--- config.mk ---
export PLATFORM = sky130hd
export DESIGN_NAME = sys_bus_ctrl
export DESIGN_NICKNAME = d
export VERILOG_FILES = /design/src/rtl/sys_bus_pkg.sv /design/src/rtl/sys_clken_gen.sv /design/src/rtl/sys_bus_ctrl.sv
export SDC_FILE = /design/constraint.sdc
export NUM_CORES = 1
export LEC_CHECK = 0
export CAP_MARGIN = 0
export CORE_AREA = 2 2 59 61
export CTS_BUF_LIST = sky130_fd_sc_hd__clkbuf_16
export DETAILED_ROUTE_END_ITERATION = 8
export DIE_AREA = 0 0 61 63
export PLACE_DENSITY = 0.82
export SLEW_MARGIN = 10
export SYNTH_ARGS = -nofsm -noshare
export SYNTH_HDL_FRONTEND = slang
export SYNTH_SLANG_ARGS = --single-unit
--- constraint.sdc ---
create_clock -name clk -period 3.1 [get_ports clk]
set_input_delay 0.465 -clock clk [delete_from_list [all_inputs] [get_ports clk]]
set_output_delay 0.465 -clock clk [all_outputs]
set_load 0.05 [all_outputs]
--- src/rtl/sys_bus_pkg.sv ---
// -----------------------------------------------------------------------------
// sys_bus_pkg
// Shared constants for the system bus controller: slot indices, the default
// address map (match value, mask, wait states per slot) and the wait-state
// counter width.
// -----------------------------------------------------------------------------
package sys_bus_pkg;

  localparam int WS_BITS = 3;

  localparam int SLOT_RAM  = 0;
  localparam int SLOT_ROM  = 1;
  localparam int SLOT_ACIA = 2;
  localparam int SLOT_VIA  = 3;

  localparam int DEF_NUM_SLOTS = 4;

  typedef logic [15:0] addr_t;
  typedef logic [7:0]  byte_t;

  // Index 0 is the first element; lower index has decode priority.
  localparam addr_t DEF_SLOT_BASE [DEF_NUM_SLOTS] =
    '{16'h0000, 16'hC000, 16'h8000, 16'h8800};
  localparam addr_t DEF_SLOT_MASK [DEF_NUM_SLOTS] =
    '{16'h8000, 16'hC000, 16'hFFF0, 16'hFFF0};
  localparam int    DEF_SLOT_WS   [DEF_NUM_SLOTS] =
    '{0, 0, 1, 3};

endpackage

--- src/rtl/sys_clken_gen.sv ---
// -----------------------------------------------------------------------------
// sys_clken_gen
// CPU / peripheral clock-enable generator with wait-state stretching.
//   clk, resb     : system clock, asynchronous active-low reset
//   ws_load       : wait states of the slot addressed by the current access
//   cpu_clken     : one-clk pulse per CPU cycle (suppressed while wcnt != 0)
//   per_clken     : cpu_clken delayed by one clk
//   phi2          : external bus clock, MSB of the free-running counter
//   busy          : wait states pending
//   din_capture   : last clk of a non-stretched period, read data sampling point
// -----------------------------------------------------------------------------
module sys_clken_gen
  import sys_bus_pkg::*;
#(
  parameter int CLKEN_BITS = 4
) (
  input  logic               clk,
  input  logic               resb,
  input  logic [WS_BITS-1:0] ws_load,
  output logic               cpu_clken,
  output logic               per_clken,
  output logic               phi2,
  output logic               busy,
  output logic               din_capture
);

  if (CLKEN_BITS < 2) begin : g_bad_clken_bits
    $error("sys_clken_gen: CLKEN_BITS must be at least 2");
  end

  typedef logic [CLKEN_BITS-1:0] ctr_t;

  ctr_t               ctr_q, ctr_d;
  logic [WS_BITS-1:0] wcnt_q, wcnt_d;
  logic               cpu_clken_q, cpu_clken_d;
  logic               per_clken_q, per_clken_d;
  // Blocks the pulse on the very first edge after reset, so the first
  // cpu_clken lands one full period after release rather than immediately.
  logic               armed_q, armed_d;

  // NOTE: every variable gets a default first, so no path leaves one unassigned
  // and no latch can be inferred.
  always_comb begin
    ctr_d       = ctr_q + 1'b1;
    armed_d     = 1'b1;
    cpu_clken_d = armed_q && (ctr_q == '0) && (wcnt_q == '0);
    per_clken_d = cpu_clken_q;
    wcnt_d      = wcnt_q;
    // per_clken is only ever high at ctr==2, so a load can never coincide
    // with the ctr==0 decrement.
    if (per_clken_q) begin
      wcnt_d = ws_load;
    end else if ((ctr_q == '0) && (wcnt_q != '0)) begin
      wcnt_d = wcnt_q - 1'b1;
    end
  end

  // NOTE: state flops use non-blocking assignments so every flop samples the
  // pre-edge value of every other flop.
  always_ff @(posedge clk or negedge resb) begin
    if (!resb) begin
      ctr_q       <= '0;
      wcnt_q      <= '0;
      cpu_clken_q <= 1'b0;
      per_clken_q <= 1'b0;
      armed_q     <= 1'b0;
    end else begin
      ctr_q       <= ctr_d;
      wcnt_q      <= wcnt_d;
      cpu_clken_q <= cpu_clken_d;
      per_clken_q <= per_clken_d;
      armed_q     <= armed_d;
    end
  end

  assign cpu_clken   = cpu_clken_q;
  assign per_clken   = per_clken_q;
  assign phi2        = ctr_q[CLKEN_BITS-1];
  assign busy        = (wcnt_q != '0);
  assign din_capture = (ctr_q == '1) && (wcnt_q == '0);

endmodule

--- src/rtl/sys_bus_ctrl.sv ---
// -----------------------------------------------------------------------------
// sys_bus_ctrl
// System bus controller: clock-enable generation, slot address decode with
// per-slot wait states, and the CPU read-data mux/register.
//   clk, resb   : system clock, asynchronous active-low reset
//   cpu_addr    : registered CPU address
//   cpu_we      : registered CPU write enable
//   slot_rdata  : read data per slot, slot i at [8i+7:8i]
//   ext_din     : external data bus input
//   cpu_clken   : CPU clock enable pulse
//   per_clken   : peripheral enable, one clk after cpu_clken
//   phi2        : external bus clock
//   slot_sel    : one-hot slot decode (lowest index wins), combinational
//   slot_stb    : one-clk access strobe per slot
//   ext_sel     : no slot hit, access goes to the external bus
//   ext_dout_en : drive the external data bus
//   cpu_din     : registered CPU read data
//   busy        : wait states pending
// -----------------------------------------------------------------------------
module sys_bus_ctrl
  import sys_bus_pkg::*;
#(
  parameter int    CLKEN_BITS = 4,
  parameter int    NUM_SLOTS  = DEF_NUM_SLOTS,
  parameter addr_t SLOT_BASE [NUM_SLOTS] = DEF_SLOT_BASE,
  parameter addr_t SLOT_MASK [NUM_SLOTS] = DEF_SLOT_MASK,
  parameter int    SLOT_WS   [NUM_SLOTS] = DEF_SLOT_WS
) (
  input  logic                   clk,
  input  logic                   resb,
  input  logic [15:0]            cpu_addr,
  input  logic                   cpu_we,
  input  logic [8*NUM_SLOTS-1:0] slot_rdata,
  input  logic [7:0]             ext_din,
  output logic                   cpu_clken,
  output logic                   per_clken,
  output logic                   phi2,
  output logic [NUM_SLOTS-1:0]   slot_sel,
  output logic [NUM_SLOTS-1:0]   slot_stb,
  output logic                   ext_sel,
  output logic                   ext_dout_en,
  output logic [7:0]             cpu_din,
  output logic                   busy
);

  for (genvar g = 0; g < NUM_SLOTS; g++) begin : g_ws_check
    if ((SLOT_WS[g] < 0) || (SLOT_WS[g] > (1 << WS_BITS) - 1)) begin : g_bad_ws
      $error("sys_bus_ctrl: SLOT_WS entry out of range 0..7");
    end
  end

  logic               hit;
  logic [WS_BITS-1:0] ws_load;
  byte_t              rd_mux;
  logic               din_capture;
  byte_t              cpu_din_q, cpu_din_d;

  // Priority decode: the first matching slot claims the access and also picks
  // the wait-state count and read-data byte, so all three stay consistent.
  always_comb begin
    slot_sel = '0;
    hit      = 1'b0;
    ws_load  = '0;
    rd_mux   = ext_din;
    for (int i = 0; i < NUM_SLOTS; i++) begin
      if (!hit && ((cpu_addr & SLOT_MASK[i]) == SLOT_BASE[i])) begin
        hit         = 1'b1;
        slot_sel[i] = 1'b1;
        ws_load     = WS_BITS'(SLOT_WS[i]);
        rd_mux      = slot_rdata[8*i +: 8];
      end
    end
  end

  sys_clken_gen #(
    .CLKEN_BITS (CLKEN_BITS)
  ) u_clken_gen (
    .clk         (clk),
    .resb        (resb),
    .ws_load     (ws_load),
    .cpu_clken   (cpu_clken),
    .per_clken   (per_clken),
    .phi2        (phi2),
    .busy        (busy),
    .din_capture (din_capture)
  );

  // Sampled on the last clk of the (possibly stretched) access, then held so
  // it is stable across the following cpu_clken.
  always_comb begin
    cpu_din_d = din_capture ? rd_mux : cpu_din_q;
  end

  always_ff @(posedge clk or negedge resb) begin
    if (!resb) begin
      cpu_din_q <= '0;
    end else begin
      cpu_din_q <= cpu_din_d;
    end
  end

  assign cpu_din     = cpu_din_q;
  assign ext_sel     = ~hit;
  assign ext_dout_en = cpu_we & ~hit;
  assign slot_stb    = {NUM_SLOTS{per_clken}} & slot_sel;

endmodule

==> summary.txt <==
crit path max-delay cell type: and3_1
Syn Inst Count: 122
number of max-cap violations: 0
Final Skew: 0.002807 ns
Avg WL per Cell: 12.45 um
PnR worst setup slack: 0.3793 ns
Num CTS Buffers: 3
Tcrit/Tclk final: 87.77%
GR Util All Layers: 16.70%
total setup buffers inserted after CTS: 0
relative slew slack: 47.79%
largest net degree at the start of global routing: 21
Layout area overhead: 80.13%
fin nets: 260
number of antenna violations at the first check in global routing: 0
CP peak stage delay: 0.52 ns
antenna cell count: 0
Yosys reg bits: 18
vias in the first global route: 1078
minimum clock period after layout: 2.721 ns
Min-Delay Endpoint: u_clken_gen.per_clken$_DFF_PN0_
dpl cell area: 1952 um^2
Synth Warn #: 0
CP Cell Sequence: clkdlybuf4s50_1 > nor4_1 > and3_1 > nand2_1 > nor2_1 > buf_12
setup TNS: 0 ns
gpl congestion: 0.7228
Pre-antenna DRT Iters: 4
DRT iter0 DRCs: 21
Adder-Cell Fraction of Synth Area: 4.440%
FF-to-FF Start: u_clken_gen.wcnt_q[0]$_DFFE_PN0P_
RSZ-0062 raised after global routing: false
final hold vios: 0
CTS Buffer Depth: 2
CP delay by family, top: simple AND/OR/NAND/NOR gates
post-CTS resize count: 0
worst hold start: u_clken_gen.cpu_clken$_DFF_PN0_
final instance area: 2031 um^2
Crit path depth: 6
pre-CTS setup slack: 0.3789 ns
syn nets: 185
synth unique cells: 25
status: complete, no violations
Worst R2R End: cpu_din[2]$_DFFE_PN0P_
full die area: 3843 um^2
Startpoint Class: input port
first-pass GRT wire length: 4940 um
clk_lat worst skew: 0.24 ns
WP buf/inv: 2
die span in y: 63 um
largest family of logic cells by synthesized area: simple AND/OR/NAND/NOR gates
arrival time worst endpoint: 2.26 ns
FMAX: 367.5 MHz
P_leak: 0.8557 nW
I/O pin count: 81
core area: 3232 um^2
Pwr Density: 342.2 nW/um^2
placed cells: 238
layout cells sized above 1: 11.73%
vias per std cell: 4.719
Reg2Reg Setup Slack: 1.40 ns
Compound-Gate Fraction of Synth Area: 10.88%
actual slew at the worst max-slew pin: 0.7807 ns
peak supply drop: 221.3 uV
Syn Area/Cell: 9.240 um^2
Residual DRC: 0
Root Buffer: clkbuf_16
fraction of the yosys area taken by sequential cells: 39.96%
post-synthesis xor/xnor area fraction: 2.331%
Initial Utilization: 34.88%
DRT Wirelength: 3014 um
Setup-failing EPs final: 0
r2r worst-path depth: 6
TritonCTS clock tree: built
Hold Crit Class: reg -> reg
multiplexer share of the synthesized area: 16.98%
Critical Path Fanout Max: 12
Rows: 21
via count: 1142
cts hold-fix bufs: 0
kind of critical path: in -> out
Worst EP required: 2.63 ns
Final Slew Violations: 0
area share of and/or/nand/nor cells after synthesis: 19.31%
CTS H-tree depth: 1
hold path depth: 0
DP HPWL: 2483 um
Clk pin slew, worst setup/hold paths: 0.05 ns
CTS sink cnt: 18
Crit. End Element: output pin
PortBufs: 76
Layout Cells excl Fill: 242
Cell Area, Synth: 1127 um^2
Post-DRT Antenna Nets: 0
grt total ovfl: 0
Die Width: 61 um
==> state kept, by name, summed over array words and instances, names as in the netlist <==
| name | flops |
|---|---|
| cpu_din | 8 |
| u_clken_gen.ctr_q | 4 |
| u_clken_gen.wcnt_q | 3 |
| u_clken_gen.armed_q | 1 |
| u_clken_gen.cpu_clken | 1 |
| u_clken_gen.per_clken | 1 |
==> power by group <==
part           internal (mW)  switching, mW  total, mW
registers              0.246        0.00570      0.252
clock network          0.171         0.0795      0.251
logic                  0.104         0.0883      0.193
==> area by class of cell <==
class | count | area [um^2]
flip-flops and latches | 18 | 450.4
clock inverters | 1 | 3.754
multi-input cells | 89 | 611.8
repair buffers | 78 | 805.8
well taps | 46 | 57.56
inverters | 7 | 26.28
clock buffers | 3 | 75.07
fillers | 278 | 1201
==> how the worst max path moves through the flow <==
| stage | startpoint | to |
|---|---|---|
| floorplan | cpu_addr[15] | ext_dout_en |
| global placement | cpu_addr[9] | slot_stb[2] |
| detailed placement | cpu_addr[9] | slot_stb[2] |
| CTS | cpu_addr[9] | slot_stb[2] |
| global route | cpu_addr[9] | slot_stb[2] |
| finish | cpu_addr[9] | slot_stb[2] |
==> layer usage <==
layer	vias up	global-route usage [%]	part of all wire, %
met5	-	0	0
met4	0	2.446	0.46
met3	2	5.590	10
met2	56	28.23	51
met1	510	20.70	38
li1	574	-	-
==> kinds of logic (layout without fill, tap and decap cells) <==
kind of cell,after synthesis,in the layout
xor gates and xnor gates,3,3
buffers and inverters,15,89
DFF,18,18
muxes,18,18
other,1,1
adders and majority gates,4,4
and+or+nand+nor,45,45
AOI/OAI and AO/OA,18,18
==> placed cells by master, fill, tap and decap left out <==
cell	count
clkinv_1	1
o21ai_0	1
buf_12	4
nor4_1	1
and4_1	2
nor4b_2	1
o211ai_1	8
a31oi_1	8
clkdlybuf4s50_1	68
a211oi_1	1
xor2_1	1
nand3_1	2
xnor2_1	2
and2_1	3
clkbuf_16	3
and3_1	4
mux2_2	9
buf_4	6
ha_1	4
nand2_1	17
mux2i_1	9
nor3_1	2
inv_1	7
dfrtp_1	18
nor2_1	12
conb_1	1
nor2b_1	1
==> cell usage after synthesis (all sizes together) <==
cell | number | share of area (%)
inv | 7 | 2.3
and4 | 2 | 1.6
ha | 4 | 4.4
xor2 | 1 | 0.78
clkbuf | 3 | 1.0
mux2 | 9 | 9.0
nor3 | 2 | 0.89
dfrtp | 18 | 40
and3 | 4 | 2.2
a31oi | 8 | 4.4
conb | 1 | 0.33
nor2 | 12 | 4.0
o211ai | 8 | 5.3
and2 | 3 | 1.7
a211oi | 1 | 0.67
buf | 5 | 2.4
o21ai | 1 | 0.44
xnor2 | 2 | 1.6
nor4b | 1 | 1.3
nor4 | 1 | 0.56
nor2b | 1 | 0.56
mux2i | 9 | 8.0
nand2 | 17 | 5.7
nand3 | 2 | 0.89
==> metrics by stage <==
stage | utilization, % | total power [mW] | hold slack (ns)
2_1_floorplan | - | 0.3421 | 0.1694
3_3_place_gp | 60.39 | 0.4466 | 0.3639
3_5_place_dp | 60.39 | 0.4501 | 0.3867
4_1_cts | 62.83 | 0.7043 | 0.3981
5_1_grt | 62.83 | 0.7281 | 0.4092
6_report | 62.83 | 0.6949 | 0.3915
Power figures use the tool's default switching activity.
